--- src/rtl/regf_write_arbiter.sv ---
// Register-file writeback arbiter: three one-entry source slots (alu, ld, lnk),
// WAW blocking on outstanding indices, round-robin or fixed-priority drain, read-operand stall.
module regf_write_arbiter #(
    parameter int LINK_INDEX = 31,
    parameter bit RR_ENABLE  = 1'b1
) (
    input  logic        clk,
    input  logic        rst,
    input  logic        alu_req,
    input  logic [4:0]  alu_index,
    input  logic [31:0] alu_data,
    output logic        alu_ack,
    input  logic        ld_req,
    input  logic [4:0]  ld_index,
    input  logic [31:0] ld_data,
    output logic        ld_ack,
    input  logic        lnk_req,
    input  logic [31:0] lnk_data,
    output logic        lnk_ack,
    input  logic [4:0]  rd1_index,
    input  logic [4:0]  rd2_index,
    output logic        stall,
    output logic        wr_en,
    output logic [4:0]  wr_index,
    output logic [31:0] wr_data
);

    // Handshake: a source holds req with index/data stable until ack; the transfer
    // happens on the rising edge where req && ack. ack depends combinationally on req/index.

    localparam logic [4:0] LINK_IDX = LINK_INDEX[4:0];

    typedef enum logic [1:0] {
        SRC_ALU = 2'd0,
        SRC_LD  = 2'd1,
        SRC_LNK = 2'd2
    } src_t;

    logic        alu_v, ld_v, lnk_v;
    logic [4:0]  alu_idx, ld_idx;
    logic [31:0] alu_d, ld_d, lnk_d;
    src_t        last_grant;

    logic        g_alu, g_ld, g_lnk;
    logic        grant_any;
    logic [4:0]  sel_idx;
    logic [31:0] sel_data;
    src_t        sel_src;
    logic [31:0] pending;

    // Every index that still has a write on its way to the register file.
    always_comb begin
        pending = '0;
        if (alu_v) pending[alu_idx] = 1'b1;
        if (ld_v)  pending[ld_idx]  = 1'b1;
        if (lnk_v) pending[LINK_IDX] = 1'b1;
        if (wr_en) pending[wr_index] = 1'b1;
        pending[0] = 1'b0;
    end

    assign stall = ((rd1_index != 5'd0) && pending[rd1_index]) ||
                   ((rd2_index != 5'd0) && pending[rd2_index]);

    // Same-index collisions in one cycle go to the higher-priority requester.
    always_comb begin
        lnk_ack = !rst && lnk_req && !lnk_v && !pending[LINK_IDX];
        ld_ack  = !rst && ld_req && !ld_v && !pending[ld_index] &&
                  !(lnk_req && (ld_index == LINK_IDX));
        alu_ack = !rst && alu_req && !alu_v && !pending[alu_index] &&
                  !(lnk_req && (alu_index == LINK_IDX)) &&
                  !(ld_req && (ld_index == alu_index));
    end

    // Pick one valid slot; round-robin starts after the last granted source.
    always_comb begin
        g_alu = 1'b0;
        g_ld  = 1'b0;
        g_lnk = 1'b0;
        if (RR_ENABLE) begin
            case (last_grant)
                SRC_ALU: begin
                    if (ld_v)       g_ld  = 1'b1;
                    else if (lnk_v) g_lnk = 1'b1;
                    else if (alu_v) g_alu = 1'b1;
                end
                SRC_LD: begin
                    if (lnk_v)      g_lnk = 1'b1;
                    else if (alu_v) g_alu = 1'b1;
                    else if (ld_v)  g_ld  = 1'b1;
                end
                default: begin
                    if (alu_v)      g_alu = 1'b1;
                    else if (ld_v)  g_ld  = 1'b1;
                    else if (lnk_v) g_lnk = 1'b1;
                end
            endcase
        end else begin
            if (lnk_v)      g_lnk = 1'b1;
            else if (ld_v)  g_ld  = 1'b1;
            else if (alu_v) g_alu = 1'b1;
        end
    end

    always_comb begin
        grant_any = g_alu || g_ld || g_lnk;
        sel_idx   = alu_idx;
        sel_data  = alu_d;
        sel_src   = SRC_ALU;
        if (g_ld) begin
            sel_idx  = ld_idx;
            sel_data = ld_d;
            sel_src  = SRC_LD;
        end else if (g_lnk) begin
            sel_idx  = LINK_IDX;
            sel_data = lnk_d;
            sel_src  = SRC_LNK;
        end
    end

    // A granted slot is still valid this cycle, so its ack is low: no same-cycle refill.
    always_ff @(posedge clk or posedge rst) begin
        if (rst) begin
            alu_v      <= 1'b0;
            ld_v       <= 1'b0;
            lnk_v      <= 1'b0;
            alu_idx    <= '0;
            ld_idx     <= '0;
            alu_d      <= '0;
            ld_d       <= '0;
            lnk_d      <= '0;
            last_grant <= SRC_LNK;
            wr_en      <= 1'b0;
            wr_index   <= '0;
            wr_data    <= '0;
        end else begin
            if (g_alu) begin
                alu_v <= 1'b0;
            end else if (alu_ack && (alu_index != 5'd0)) begin
                alu_v   <= 1'b1;
                alu_idx <= alu_index;
                alu_d   <= alu_data;
            end

            if (g_ld) begin
                ld_v <= 1'b0;
            end else if (ld_ack && (ld_index != 5'd0)) begin
                ld_v   <= 1'b1;
                ld_idx <= ld_index;
                ld_d   <= ld_data;
            end

            if (g_lnk) begin
                lnk_v <= 1'b0;
            end else if (lnk_ack && (LINK_IDX != 5'd0)) begin
                lnk_v <= 1'b1;
                lnk_d <= lnk_data;
            end

            if (grant_any) begin
                wr_en      <= 1'b1;
                wr_index   <= sel_idx;
                wr_data    <= sel_data;
                last_grant <= sel_src;
            end else begin
                wr_en <= 1'b0;
            end
        end
    end

endmodule

--- config.mk ---
export PLATFORM = sky130hd
export DESIGN_NAME = regf_write_arbiter
export DESIGN_NICKNAME = d
export VERILOG_FILES = /design/src/rtl/regf_write_arbiter.sv
export SDC_FILE = /design/constraint.sdc
export NUM_CORES = 1
export LEC_CHECK = 0
export ABC_AREA = 1
export BUFFER_PORTS_ARGS = -buffer_cell sky130_fd_sc_hd__buf_2
export CAP_MARGIN = 20
export CORE_MARGIN = 2
export CORE_UTILIZATION = 46
export DETAILED_ROUTE_END_ITERATION = 6
export PLACE_DENSITY_LB_ADDON = 0.2
export SETUP_SLACK_MARGIN = 0.4
export SYNTH_ARGS = -nofsm -noshare
export SYNTH_HDL_FRONTEND = slang
export SYNTH_SLANG_ARGS = --single-unit
--- constraint.sdc ---
create_clock -name clk -period 6.6 [get_ports clk]
set_input_delay 0.66 -clock clk [delete_from_list [all_inputs] [get_ports clk]]
set_output_delay 0.66 -clock clk [all_outputs]
set_load 0.02 [all_outputs]
Word-level counts from Yosys, hierarchy flattened

Cells that the tools add are included.

Register bits: 149
Bits of input ports: 121
Output and inout bits: 42
Logic and storage cells: 120

$lt $le $gt $ge: 10
Equality and inequality tests: 4
Mux-type cells: 43
Bitwise operators: 5
Reduce and logical (&&, ||, !) cells: 46

Operator list:

| cell               | count |
|---|---|
| $mux 32            | 5 |
| $or 32x32->32      | 2 |
| $lt 5x6->1 const B | 7 |
| $mux 1             | 24 |
| $logic_and 1x1->1  | 22 |
| $bmux 1 s5         | 4 |
| $reduce_bool 5->1  | 4 |
| $demux 1 s5        | 3 |
| $ge 5x1->1 const B | 3 |
| $eq 5x5->1 const B | 2 |
| $logic_not 1->1    | 10 |
| $mux 5             | 2 |
| $pmux 1 s2         | 3 |
| $reduce_and 2->1   | 3 |
| $reduce_bool 2->1  | 3 |
| $eq 5x5->1         | 1 |
| $mux 2             | 2 |
| $logic_or 1x1->1   | 3 |
| $not 1->1          | 3 |
| $eq 2x1->1 const B | 1 |
| $logic_not 2->1    | 1 |

Longest topological paths before layout

Word-level depth: 19
Gate-level depth with buffers: 18
Mapped depth without buffers: 15

Least setup slack after synthesis

Ideal clock, no wire load.

Path kind: input -> output
Start point: input rst
End point: output alu_ack
Data arrival time: 4677 ps
Slack: 1263 ps
Stages on the path: 7
Buffers on the path: 1
Path through: inv_1 nand2_1 nor2_1 nand3_1 a21oi_1 buf_4 and2_1

Longest elaborated chain between the ends: 6

RTL lines:

| what                             | line | source |
|---|---|---|
| start: declaration               | 8    | `input logic rst,` |
| $logic_not 1->1 (no source line) | n/a  |  |
| $logic_and 1x1->1 (4 in series)  | 69   | `alu_ack = !rst && alu_req && !alu_v && !pending[alu_index] &&` |
| $logic_and 1x1->1                | 70   | `!(lnk_req && (alu_index == LINK_IDX)) &&` |
| end: declaration                 | 12   | `output logic alu_ack,` |

No other way between the ends.

Final worst setup path

Start point: register wr_index[1]
End point: output ld_ack

Longest elaborated chain between the ends: 11

RTL lines:

| what                                                                  | line | source |
|---|---|---|
| start: declaration                                                    | 24   | `output logic [4:0] wr_index,` |
| start signal: assignment                                              | 161  | `wr_index <= sel_idx;` |
| $lt 5x6->1 (implied by the code) / $ge 5x1->1 (equally long branches) | 57   | `if (wr_en) pending[wr_index] = 1'b1;` |
| $logic_and 1x1->1 (implied by the code)                               | 57   |  |
| $mux 1 (implied by the code)                                          | 57   |  |
| $demux 1 s5 (*)                                                       | 57   |  |
| $or 32x32->32 (no source line) (*)                                    | n/a  |  |
| $mux 32 (*)                                                           | 57   |  |
| $bmux 1 s5 (*)                                                        | 67   | `ld_ack = !rst && ld_req && !ld_v && !pending[ld_index] &&` |
| $mux 1 (implied by the code) (*)                                      | 67   |  |
| $logic_not 1->1 (*)                                                   | 67   |  |
| $logic_and 1x1->1 (*) (2 in series)                                   | 67   |  |
| end: declaration                                                      | 16   | `output logic ld_ack,` |

Every way passes the cells marked *; elsewhere a longest branch is shown, timed or not. The select of a mux whose other input is x is not followed.

==> results.md <==
* Status: finished, final reports clean
* Deepest clock path buffer count at 2
* Final Hold Fails at 0
* Post-synthesis compound-gate area fraction at 0.0842
* Setup TNS Final at 0 ns
* Initial antenna violation count at 2
* Slowest stage delay, CP at around 0.52 ns
* Worst skew pair latency at roughly 0.43 ns
* CTS sink cnt at approximately 150
* Layout Cells excl Fill at approximately 1,600
* IO Pins at ~160
* Worst slew pin tran at 1.00 ns
* First-pass GRT wire length at roughly 46,000 µm
* Pre-CTS setup slack at 2.97 ns
* CP cell instances: inv_1 > nand2_1 > nor2_1 > nand2_1 > nand3_1 > nand2_1 > inv_1 > nor2_1 > nand2_1 > nand3_1 > nand2_1 > nand2_1 > buf_4 > and3_1 > buf_2
* Area share of fa/ha/maj cells after synthesis at 0
* Clock-pin transition on the worst setup and hold timing paths at 0.07 ns
* HP Class: in -> async
* DRT antenna net count at 0
* Hold-fix buffers, CTS at 0
* DRT Pass-1 Iters at 5
* Syn_area_per_cell at 6.85 µm²
* PnR worst setup slack at between 2 and 3 ns
* Clk_skew at about 0.0096 ns
* Period utilization at 0.563
* Max Slew Vio Count at 0
* Vias in the first global route at about 8,500
* Distinct cell type count after synthesis at 34
* Leak Pwr at ~0.0052 µW
* Total gr overflow at 0
* Initial Util at 0.466
* Final net count at 1,513
* Max Fclk at about 270 MHz
* Min cycle time layout at roughly 3.7 ns
* Core area at roughly 19,000 µm²
* CTS root buf: clkbuf_16
* Main combinational cell family by area after synthesis: simple AND/OR/NAND/NOR gates
* YS warnings at 0
* Portion of netlist area occupied by mux cells at 0
* P per Cell Area at 467 nW/µm²
* HPWL after DPL at ~20,000 µm
* Register area share after synthesis at 0.431
* Crit start category: flip-flop
* Number of core rows at 50
* Resized cells post-CTS at 0
* Vias per inst at ~5.5
* Global Route Usage Sum at 0.292
* Die height at around 140 µm
* Worst EP required at between 5 and 6 ns
* Starting DRT DRC Count at 651
* Yosys reg bits at ~150
* CTS buffer count at 17
* RD Place Congestion at 0.952
* Core Util, Final at 0.547
* RSZ-0062 raised after global routing: no
* Synth Area in XOR/XNOR at 0.00101
* Full die area at 19,900 µm²
* CP dominant cell by count: nand2_1
* Largest net degree at the start of global routing at 80
* Syn_nets at 1,385
* Area grow syn2layout at 17.3%
* Syn Std Cell Area at about 8700 µm²
* DRC at 0
* Vias at ~9,000
* Setup violations, final at 0
* CP max-delay cell: nor2_1
* CTS tree: done
* Layout cells sized above 1 at 0.167
* Chip Width at between 100 and 150 µm
* Crit path DAT at 3.06 ns
* Max Cap Viol at 0
* Critical path peak fanout at 39
* DRT Wirelength at between 20,000 and 30,000 µm
* CP Class: reg -> out
* Simple-Gate Fraction of Synth Area at 0.417
* Post-CTS setup buffers at 0
* Placed cell count at 1,606
* Mapped Cells at 1,264
* Max VDD drop at 238 µV
* Crit. End Element: output pin
* Slew HR at 0.330
* H-Tree Depth at 4
* Port Buffers at roughly 160
* Hold slack final at roughly 0.37 ns
* Wire per inst at roughly 17 µm
cells in the mapped netlist, drive strengths merged:
library cell | count | area [µm²]
nand2 | 518 | 1950
xnor2 | 1 | 8.76
a21boi | 1 | 18.8
and3 | 1 | 6.26
and2 | 2 | 12.5
nand3b | 1 | 7.51
a21oi | 15 | 75.1
a31oi | 34 | 213
buf | 31 | 210
a221oi | 1 | 8.76
nor2 | 175 | 682
nand3 | 75 | 395
o211ai | 5 | 37.5
nor3 | 8 | 50.1
nand4 | 80 | 500
nor4 | 1 | 6.26
clkbuf | 36 | 135
o22ai | 7 | 43.8
o21ai | 49 | 245
dfstp | 1 | 26.3
clkinv | 3 | 11.3
dfrtp | 148 | 3700
o2111ai | 10 | 87.6
inv | 61 | 229
registers in the layout, indices dropped and copies added (netlist names):
register	cells
ld_v	1
alu_v	1
wr_index	5
ld_idx	5
alu_idx	5
ld_d	32
wr_en	1
lnk_v	1
alu_d	32
last_grant	2
lnk_d	32
wr_data	32
per-layer routing:
metal  vias to the layer above  share of wire  track usage
met5                         -        0.00052            0
li1                       4399              -            -
met2                       381           0.44        0.448
met3                        64          0.074       0.0513
met1                      4184           0.45        0.415
met4                         2          0.032        0.109
layout by cell type (no fill, tap or decap), drive strengths merged, types with 2 or more instances in the layout:
master,synthesis,routed
a21oi,15,15
a31oi,34,34
and2,2,2
buf,31,176
clkbuf,36,18
clkinv,3,7
dfrtp,148,148
inv,61,69
nand2,518,518
nand3,75,75
nand4,80,80
nor2,175,175
nor3,8,8
o2111ai,10,10
o211ai,5,5
o21ai,49,49
o22ai,7,7
through the flow:
stage	total power [µW]	cell area, µm²
2_1_floorplan	3110	8660
3_3_place_gp	3740	9550
3_5_place_dp	3770	9550
4_1_cts	4760	10100
5_1_grt	5130	10200
6_report	4750	10200
worst max-delay path: cells and delay by family, from the launching register on:
family,cells,cell delay [ns]
buffers and inverters,4,0.61
and+or+nand+nor,11,1.59
DFF,1,0.41
path summary, 6_finish.rpt:
path                                    startpoint                 endpoint  slack, ns  cells past startpoint
setup reg to reg            alu_idx[4]$_DFFE_PP0P_     alu_d[2]$_DFFE_PP0P_       3.10                     17
setup / recovery           wr_index[1]$_DFFE_PP0P_                   ld_ack       2.88                     15
hold reg to reg               lnk_d[6]$_DFFE_PP0P_     lnk_d[6]$_DFFE_PP0P_       0.47                      2
min in group clk                      lnk_data[14]    lnk_d[14]$_DFFE_PP0P_       0.42                      3
max in group asynchronous                      rst     lnk_d[2]$_DFFE_PP0P_       4.81                      3
hold / removal                                 rst  wr_data[14]$_DFFE_PP0P_       0.37                      2
power breakdown:
part / internal (µW) / switching [µW]
logic: 652 / 1430
registers: 1380 / 324
clock network: 547 / 423
total: 2580 / 2170
cell families after synthesis:
group / after synthesis
compound gates: 122
xor+xnor: 1
buf+inv: 131
flops: 149
simple gates: 861
area by class of cell:
class | instances | area, µm²
diodes | 1 | 2.50
repair buffers | 176 | 928
clock buffers | 18 | 439
clock inverters | 14 | 158
inverters | 64 | 245
well taps | 234 | 293
multi-input cells | 984 | 4370
fillers | 1866 | 8420
flip-flops and latches | 149 | 3730
No activity file was read; power rests on OpenSTA's default activity.
